## config.mk

```make
export PLATFORM = sky130hd
export DESIGN_NAME = pipe_stage_reg_flat
export DESIGN_NICKNAME = d
export VERILOG_FILES = /design/src/rtl/pipe_stage_reg_if.sv /design/src/rtl/pipe_stage_reg.sv /design/src/flat_wrapper.sv
export SDC_FILE = /design/constraint.sdc
export NUM_CORES = 1
export LEC_CHECK = 0
export CORE_MARGIN = 3
export CORE_UTILIZATION = 40
export CTS_BUF_LIST = sky130_fd_sc_hd__clkbuf_2
export DETAILED_ROUTE_END_ITERATION = 7
export PLACE_DENSITY = 0.76
export SLEW_MARGIN = 20
export SYNTH_ARGS = -nofsm -noshare
export SYNTH_HDL_FRONTEND = slang
export SYNTH_SLANG_ARGS = --single-unit
```

## constraint.sdc

```tcl
create_clock -name clk -period 1.9 [get_ports clk]
set_clock_uncertainty 0.1 [all_clocks]
set_input_delay 0.475 -clock clk [delete_from_list [all_inputs] [get_ports clk]]
set_output_delay 0.475 -clock clk [all_outputs]
set_load 0.005 [all_outputs]
```

## src/rtl/pipe_stage_reg_if.sv

```systemverilog
// pipe_stage_reg_if: valid/ready/data handshake bundle for one side of a pipeline stage.
interface pipe_stage_reg_if #(parameter int WIDTH = 32);
  logic             valid;
  logic             ready;
  logic [WIDTH-1:0] data;
  modport master (output valid, output data, input ready);
  modport slave (input valid, input data, output ready);
endinterface

```

## src/rtl/pipe_stage_reg.sv

```systemverilog
// pipe_stage_reg: one-beat pipeline register with stall counter and flush.
// Define PIPE_STAGE_SKID_EN for a two-entry skid buffer with registered in_ready.
module pipe_stage_reg #(
  parameter int               WIDTH  = 32,
  parameter logic [WIDTH-1:0] BUBBLE = '0,
  parameter int               CNT_W  = 16
) (
  input  logic               clk,
  input  logic               rst_n,
  input  logic               flush,
  pipe_stage_reg_if.slave    up,
  pipe_stage_reg_if.master   dn,
  output logic [CNT_W-1:0]   stall_cnt
);
  logic [WIDTH-1:0] main_q;
  assign dn.data = main_q;
  always_ff @(posedge clk or negedge rst_n)
    if (!rst_n) stall_cnt <= '0;
    else if (flush) stall_cnt <= '0;
    else if (dn.valid && !dn.ready && stall_cnt != '1) stall_cnt <= stall_cnt + 1'b1;
`ifdef PIPE_STAGE_SKID_EN
  typedef enum logic [1:0] {EMPTY, ONE, TWO} state_t;
  state_t           state, nxt;
  logic [WIDTH-1:0] skid_q, main_d, skid_d;
  logic             rdy_q, push, pop;
  assign up.ready = rdy_q;
  assign dn.valid = state != EMPTY;
  assign push = up.valid && rdy_q;
  assign pop = dn.valid && dn.ready;
  always_comb begin
    nxt = state;
    main_d = main_q;
    skid_d = skid_q;
    if (flush) begin
      nxt = EMPTY;
      main_d = BUBBLE;
      skid_d = BUBBLE;
    end else
      case (state)
        EMPTY: if (push) begin
          nxt = ONE;
          main_d = up.data;
        end
        ONE: if (push && pop) main_d = up.data;
        else if (push) begin
          nxt = TWO;
          skid_d = up.data;
        end else if (pop) begin
          nxt = EMPTY;
          main_d = BUBBLE;
        end
        TWO: if (pop) begin
          nxt = ONE;
          main_d = skid_q;
          skid_d = BUBBLE;
        end
        default: nxt = EMPTY;
      endcase
  end
  // in_ready stays low through reset and rises on the first edge after release
  always_ff @(posedge clk or negedge rst_n)
    if (!rst_n) begin
      state <= EMPTY;
      main_q <= BUBBLE;
      skid_q <= BUBBLE;
      rdy_q <= 1'b0;
    end else begin
      state <= nxt;
      main_q <= main_d;
      skid_q <= skid_d;
      rdy_q <= nxt != TWO;
    end
`else
  logic valid_q;
  assign dn.valid = valid_q;
  assign up.ready = !valid_q || dn.ready;
  always_ff @(posedge clk or negedge rst_n)
    if (!rst_n) begin
      valid_q <= 1'b0;
      main_q <= BUBBLE;
    end else if (flush) begin
      valid_q <= 1'b0;
      main_q <= BUBBLE;
    end else if (up.ready) begin
      valid_q <= up.valid;
      main_q <= up.valid ? up.data : BUBBLE;
    end
`endif
endmodule

```

## src/flat_wrapper.sv

```systemverilog
// flat-port wrapper written by rule: the top's interface ports become plain ports
module pipe_stage_reg_flat 
#(
  parameter int               WIDTH  = 32,
  parameter logic [WIDTH-1:0] BUBBLE = '0,
  parameter int               CNT_W  = 16
)
  (clk, rst_n, flush, stall_cnt, up_valid, up_data, up_ready, dn_valid, dn_data, dn_ready);
  pipe_stage_reg_if #(.WIDTH(WIDTH)) up_i ();
  pipe_stage_reg_if #(.WIDTH(WIDTH)) dn_i ();
  input  logic clk;
  input  logic rst_n;
  input  logic flush;
  output logic [CNT_W-1:0] stall_cnt;
  input wire logic [$bits(up_i.valid)-1:0] up_valid;
  input wire logic [$bits(up_i.data)-1:0] up_data;
  output wire logic [$bits(up_i.ready)-1:0] up_ready;
  output wire logic [$bits(dn_i.valid)-1:0] dn_valid;
  output wire logic [$bits(dn_i.data)-1:0] dn_data;
  input wire logic [$bits(dn_i.ready)-1:0] dn_ready;
  assign up_i.valid = up_valid;
  assign up_i.data = up_data;
  assign up_ready = up_i.ready;
  assign dn_valid = dn_i.valid;
  assign dn_data = dn_i.data;
  assign dn_i.ready = dn_ready;
  pipe_stage_reg #(.WIDTH(WIDTH), .BUBBLE(BUBBLE), .CNT_W(CNT_W)) u_core (.clk(clk), .rst_n(rst_n), .flush(flush), .up(up_i), .dn(dn_i), .stall_cnt(stall_cnt));
endmodule
```

# [After elaboration in Yosys (flattened, before gate mapping)]
# Index checks and enable logic that the tools add are counted.
[op_classes] addsub=1 n_eq_ne=1 muxes=7 reduce_logical=7
[ops] op="$mux W32" n=3
[ops] op="$mux W16" n=2
[ops] op="$add A16 B1 Y16 const B" n=1
[ops] op="$ne A16 B16 Y1 const B" n=1
[ops] op="$reduce_bool A2 Y1" n=2
[ops] op="$logic_and A1 B1 Y1" n=2
[ops] op="$logic_not A1 Y1" n=2
[ops] op="$mux W1" n=2
[ops] op="$logic_or A1 B1 Y1" n=1
[word_totals] register_bits=49 inputBits=37 out_inout_bits=50 wordCells=19

# [Depth between registers and ports, before layout]
# Gate-level depths: netlist of the first run.
[depth] ltp_word=5 mapped_depth=6 ltp_nobuf=5

# [Least setup slack after synthesis of the first run]
# No wires, ideal clock.
[synth_timing] path_type="reg2reg" startpoint="register u_core.stall_cnt[0]" endpoint="register u_core.stall_cnt[14]" setup_ns=0.120 arrival_time_ns=1.593 required_time_ns=1.680 slack_ns=0.087 stages_incl_launch_ff=6 path_buffers=0 period_less_slack_ns=1.813 cell_sequence="dfrtp_1 > ha_1 > and4b_4 > nand4_1 > or4b_1 > o211a_1"
[synth_via] elab_chain_cells=3 elab_cells_between_ends=6 classes_between="add/sub: 1; eq/ne: 1; mux: 2; reduce/logical: 2"
[synth_rtl] item="start: declaration" line="pipe_stage_reg.sv:13" source="output logic [CNT_W-1:0] stall_cnt"
[synth_rtl] item="start signal: assignment" line="pipe_stage_reg.sv:20" source="else if (dn.valid && !dn.ready && stall_cnt != '1) stall_cnt <= stall_cnt + 1'b1;"
[synth_rtl] item="$add A16 B1 Y16 or $ne A16 B16 Y1 (tied branches)" line="pipe_stage_reg.sv:20"
[synth_rtl] item="$mux W16 or $logic_and A1 B1 Y1 (tied branches)" line="pipe_stage_reg.sv:20"
[synth_rtl] item="$mux W16 or $reduce_bool A2 Y1 (tied branches)"
# Parallel ways exist; a longest one is shown, timed or not. The select of a mux whose other input is x is not followed.
# A chain may end at the register's enable or synchronous reset.

# [Worst setup path in the final report of the first run]
[layout_timing] startpoint="register u_core.stall_cnt[0]" endpoint="output stall_cnt[0]"
[layout_rtl] item="end: declaration" line="flat_wrapper.sv:14" source="output logic [CNT_W-1:0] stall_cnt;"
# No word-level cell between the ends.

==> results of run 1 <==
-- layout by cell type, fill, tap and decap left out, drive strengths merged, types with 5 or more instances in the layout --
cell type	netlist	layout
inv	7	8
nand2	7	7
dfrtp	49	49
clkbuf	6	6
a22o	32	32
nor2	10	10
clkdlybuf4s50	0	34
dlygate4sd2	0	47
a21oi	8	8
nand3	5	5
nand4	5	5
buf	4	58
-- Yosys cell counts (3+ instances only) --
cell type	number
nand3_1	4
o21ai_0	3
mux2_1	4
nor4_1	3
inv_1	6
nor2_1	10
clkbuf_1	6
or3_1	4
nor2b_1	4
o31ai_1	3
a22o_1	32
nand2_1	7
a21oi_1	7
dfrtp_1	49
buf_6	3
-- critical path, stage by stage, from the launching register on --
cell and delay [ns]:
dfrtp_1 0.45, buf_4 0.15, dlygate4sd2_1 0.25
-- power groups by stage --
stage / clock network, mW / logic (mW) / registers, mW
floorplan: 0 / 0.0602 / 1.12
global placement: 0 / 0.250 / 1.11
detailed placement: 0 / 0.256 / 1.11
CTS: 0.477 / 0.254 / 1.09
global route: 0.520 / 0.277 / 1.10
finish: 0.457 / 0.254 / 1.10
-- metrics by stage --
step | hold slack, ns | setup TNS (ns) | instances
after global routing | 0.285 | -0.102 | 388
after global placement | 0.291 | -22.86 | 344
final | 0.292 | 0 | 388
after detailed placement | 0.293 | -13.96 | 344
after floorplan | 0.0794 | 0 | 177
after CTS | 0.288 | -0.0288 | 383
-- routing by layer --
| layer | wire length [um] | GRT usage (%) |
|---|---|---|
| met5 | 0 | 0 |
| met4 | 104 | 6.19 |
| met3 | 365 | 4.51 |
| met2 | 2860 | 30.4 |
| met1 | 2550 | 25.4 |
-- cell type report --
| type | count | area (um^2) |
|---|---|---|
| inverters | 7 | 26.3 |
| clock buffers | 5 | 25.0 |
| multi-input cells | 111 | 898 |
| well taps | 70 | 87.6 |
| fillers | 414 | 1610 |
| clock inverters | 3 | 25.0 |
| repair buffers | 143 | 1270 |
| flip-flops and latches | 49 | 1230 |
-- worst max path at each step --
| stage | to | slack [ns] | start | cells after the start |
|---|---|---|---|---|
| after floorplan | u_core.stall_cnt[14] | 0.09 | u_core.stall_cnt[0] | 5 |
| final | stall_cnt[0] | 0.02 | u_core.stall_cnt[0] | 2 |
| after global routing | stall_cnt[0] | -0.05 | u_core.stall_cnt[0] | 2 |
| after global placement | u_core.dn.data[2] | -0.62 | dn_ready | 5 |
| after CTS | u_core.stall_cnt[14] | -0.03 | u_core.stall_cnt[0] | 6 |
| after detailed placement | up_ready | -0.44 | dn_ready | 4 |
-- what timing repair did --
action / CTS / global route
resized for setup: 60 / 18
setup endpoints to repair: 50 / 17
endpoints found under the hold margin: 11 / 0
hold buffers: 1 / 0
setup buffers: 30 / 7
pin swaps: 0 / 6
-- cell families after synthesis --
kind of cell    synth area share (%)
buf+inv                         4.06
simple gates                    16.6
compound gates                  19.4
flops                           56.8
fa+ha+maj                      0.580
xor+xnor                       0.406
mux                             2.09
-- state kept, by name (all words and copies together) (netlist names) --
name / flops
u_core.stall_cnt: 16
u_core.dn.valid: 1
u_core.dn.data: 32
==> summary.txt, run 1 <==
Crit start category = flip-flop
Detail Route Antenna Nets = 0
GRT Resource Usage Total = 19.0%
Fin nets = 355
Reg2reg setup slack = 0.02 ns
Net Sw Frac = 26.3%
Largest net degree at the start of global routing = 33
H-tree depth = 2
Fmax = 532 MHz
HPWL Detailed = 3950 um
Post-synth top area share = 56.8%
Drt drc = 0
Post-synth top area cell = dfrtp_1
Share of power burned in registers = 60.7%
Pre-Repair DR Iteration Count = 4
Post-synth EDFFs = 0
Final Setup Violations = 0
Crit Path Category = flip-flop to primary output
Pins Over Slew Limit = 0
Vias in the first global route = 2040
Initial core utilization = 41.7%
Critical Path RT = 1.32 ns
Initial antenna violation count = 0
Combinational cell fraction of total power = 14.1%
Reg2reg path depth = 6
Switching pwr = 0.474 mW
Post-route setup slack = 0.0194 ns
Core ar. = 5170 um^2
FFs w/ async S/R, synth = 100%
Clk root buf = clkbuf_2
Area Overhead vs Synth = 65.2%
Vias = 2026
Insertion delay to the later sink of the worst-skew pair = 0.46 ns
Yosys cell types = 43
Reg-to-Reg End = u_core.stall_cnt[14]
Die Height = 79.5 um
Syn Area/Cell = 12.2 um^2
Mapped Nets = 215
Clk sinks = 49
Flops & latches, synth = 49
CP Data Arrival Time = 1.31 ns
Row count = 26
Clk pwr share = 25.3%
Cell area after layout = 3570 um^2
Pleak = 1.86 nW
Final WL = 5880 um
Pint = 1.33 mW
Pin slew with the least headroom to its limit = 0.707 ns
Post-Syn Area = 2160 um^2
Final hold vios = 0
Crit Reg-Reg Startpoint = u_core.stall_cnt[0]
CTS tree = done
Sequential area share after synthesis = 56.8%
First-pass GRT wire length = 9510 um
Slew HR = 52.7%
Core Util, Final = 68.9%
Synth Instances = 177
Iter 0 DRT Violations = 109
Worst setup EP type = primary output
Share of cells above drive strength 1 = 28.0%
Min-Delay Path Class = input pin to asynchronous set/reset pin
Outcome = finished, final reports clean
Final GP Congestion = 0.848
VDD IR max = 379 uV
Pre-CTS WS = -0.436 ns
Placed cell area = 3230 um^2
Top area cells in the synthesized netlist = dfrtp_1, a22o_1, mux2_1, nor2_1, a21oi_1
CTS Buf Count = 5
Grt ovf = 0
Period minus WS final = 1.88 ns
Die ar. = 6310 um^2
Ys Warns = 0
Post-synth top flop = dfrtp_1
Unrepaired setup endpoints after global routing = true
Antenna Diode Count = 0
Power per cell area = 506 nW/um^2
Worst-path clk slew = 0.29 ns
Max Root-Sink Buffers = 2
Die X-Extent = 79.5 um
Total power = 1.81 mW
DR vias/cell = 5.22
Port buffer count = 86
Routed WL per cell = 15.1 um
Worst Path Max Fanout = 4
Period utilization = 99.0%
Top-level I/O count = 87
Max cap viols = 0
Note: power is estimated with default switching activity, not from simulation.
==> run 2: changes to the inputs <==
--- a/config.mk
+++ b/config.mk
@@ -5,6 +5,7 @@
 export SDC_FILE = /design/constraint.sdc
 export NUM_CORES = 1
 export LEC_CHECK = 0
+export ABC_AREA = 0
 export CORE_MARGIN = 3
 export CORE_UTILIZATION = 40
 export CTS_BUF_LIST = sky130_fd_sc_hd__clkbuf_2
==> results of run 2 <==
The final DEF is identical to that of run 1; final timing and power are the same.
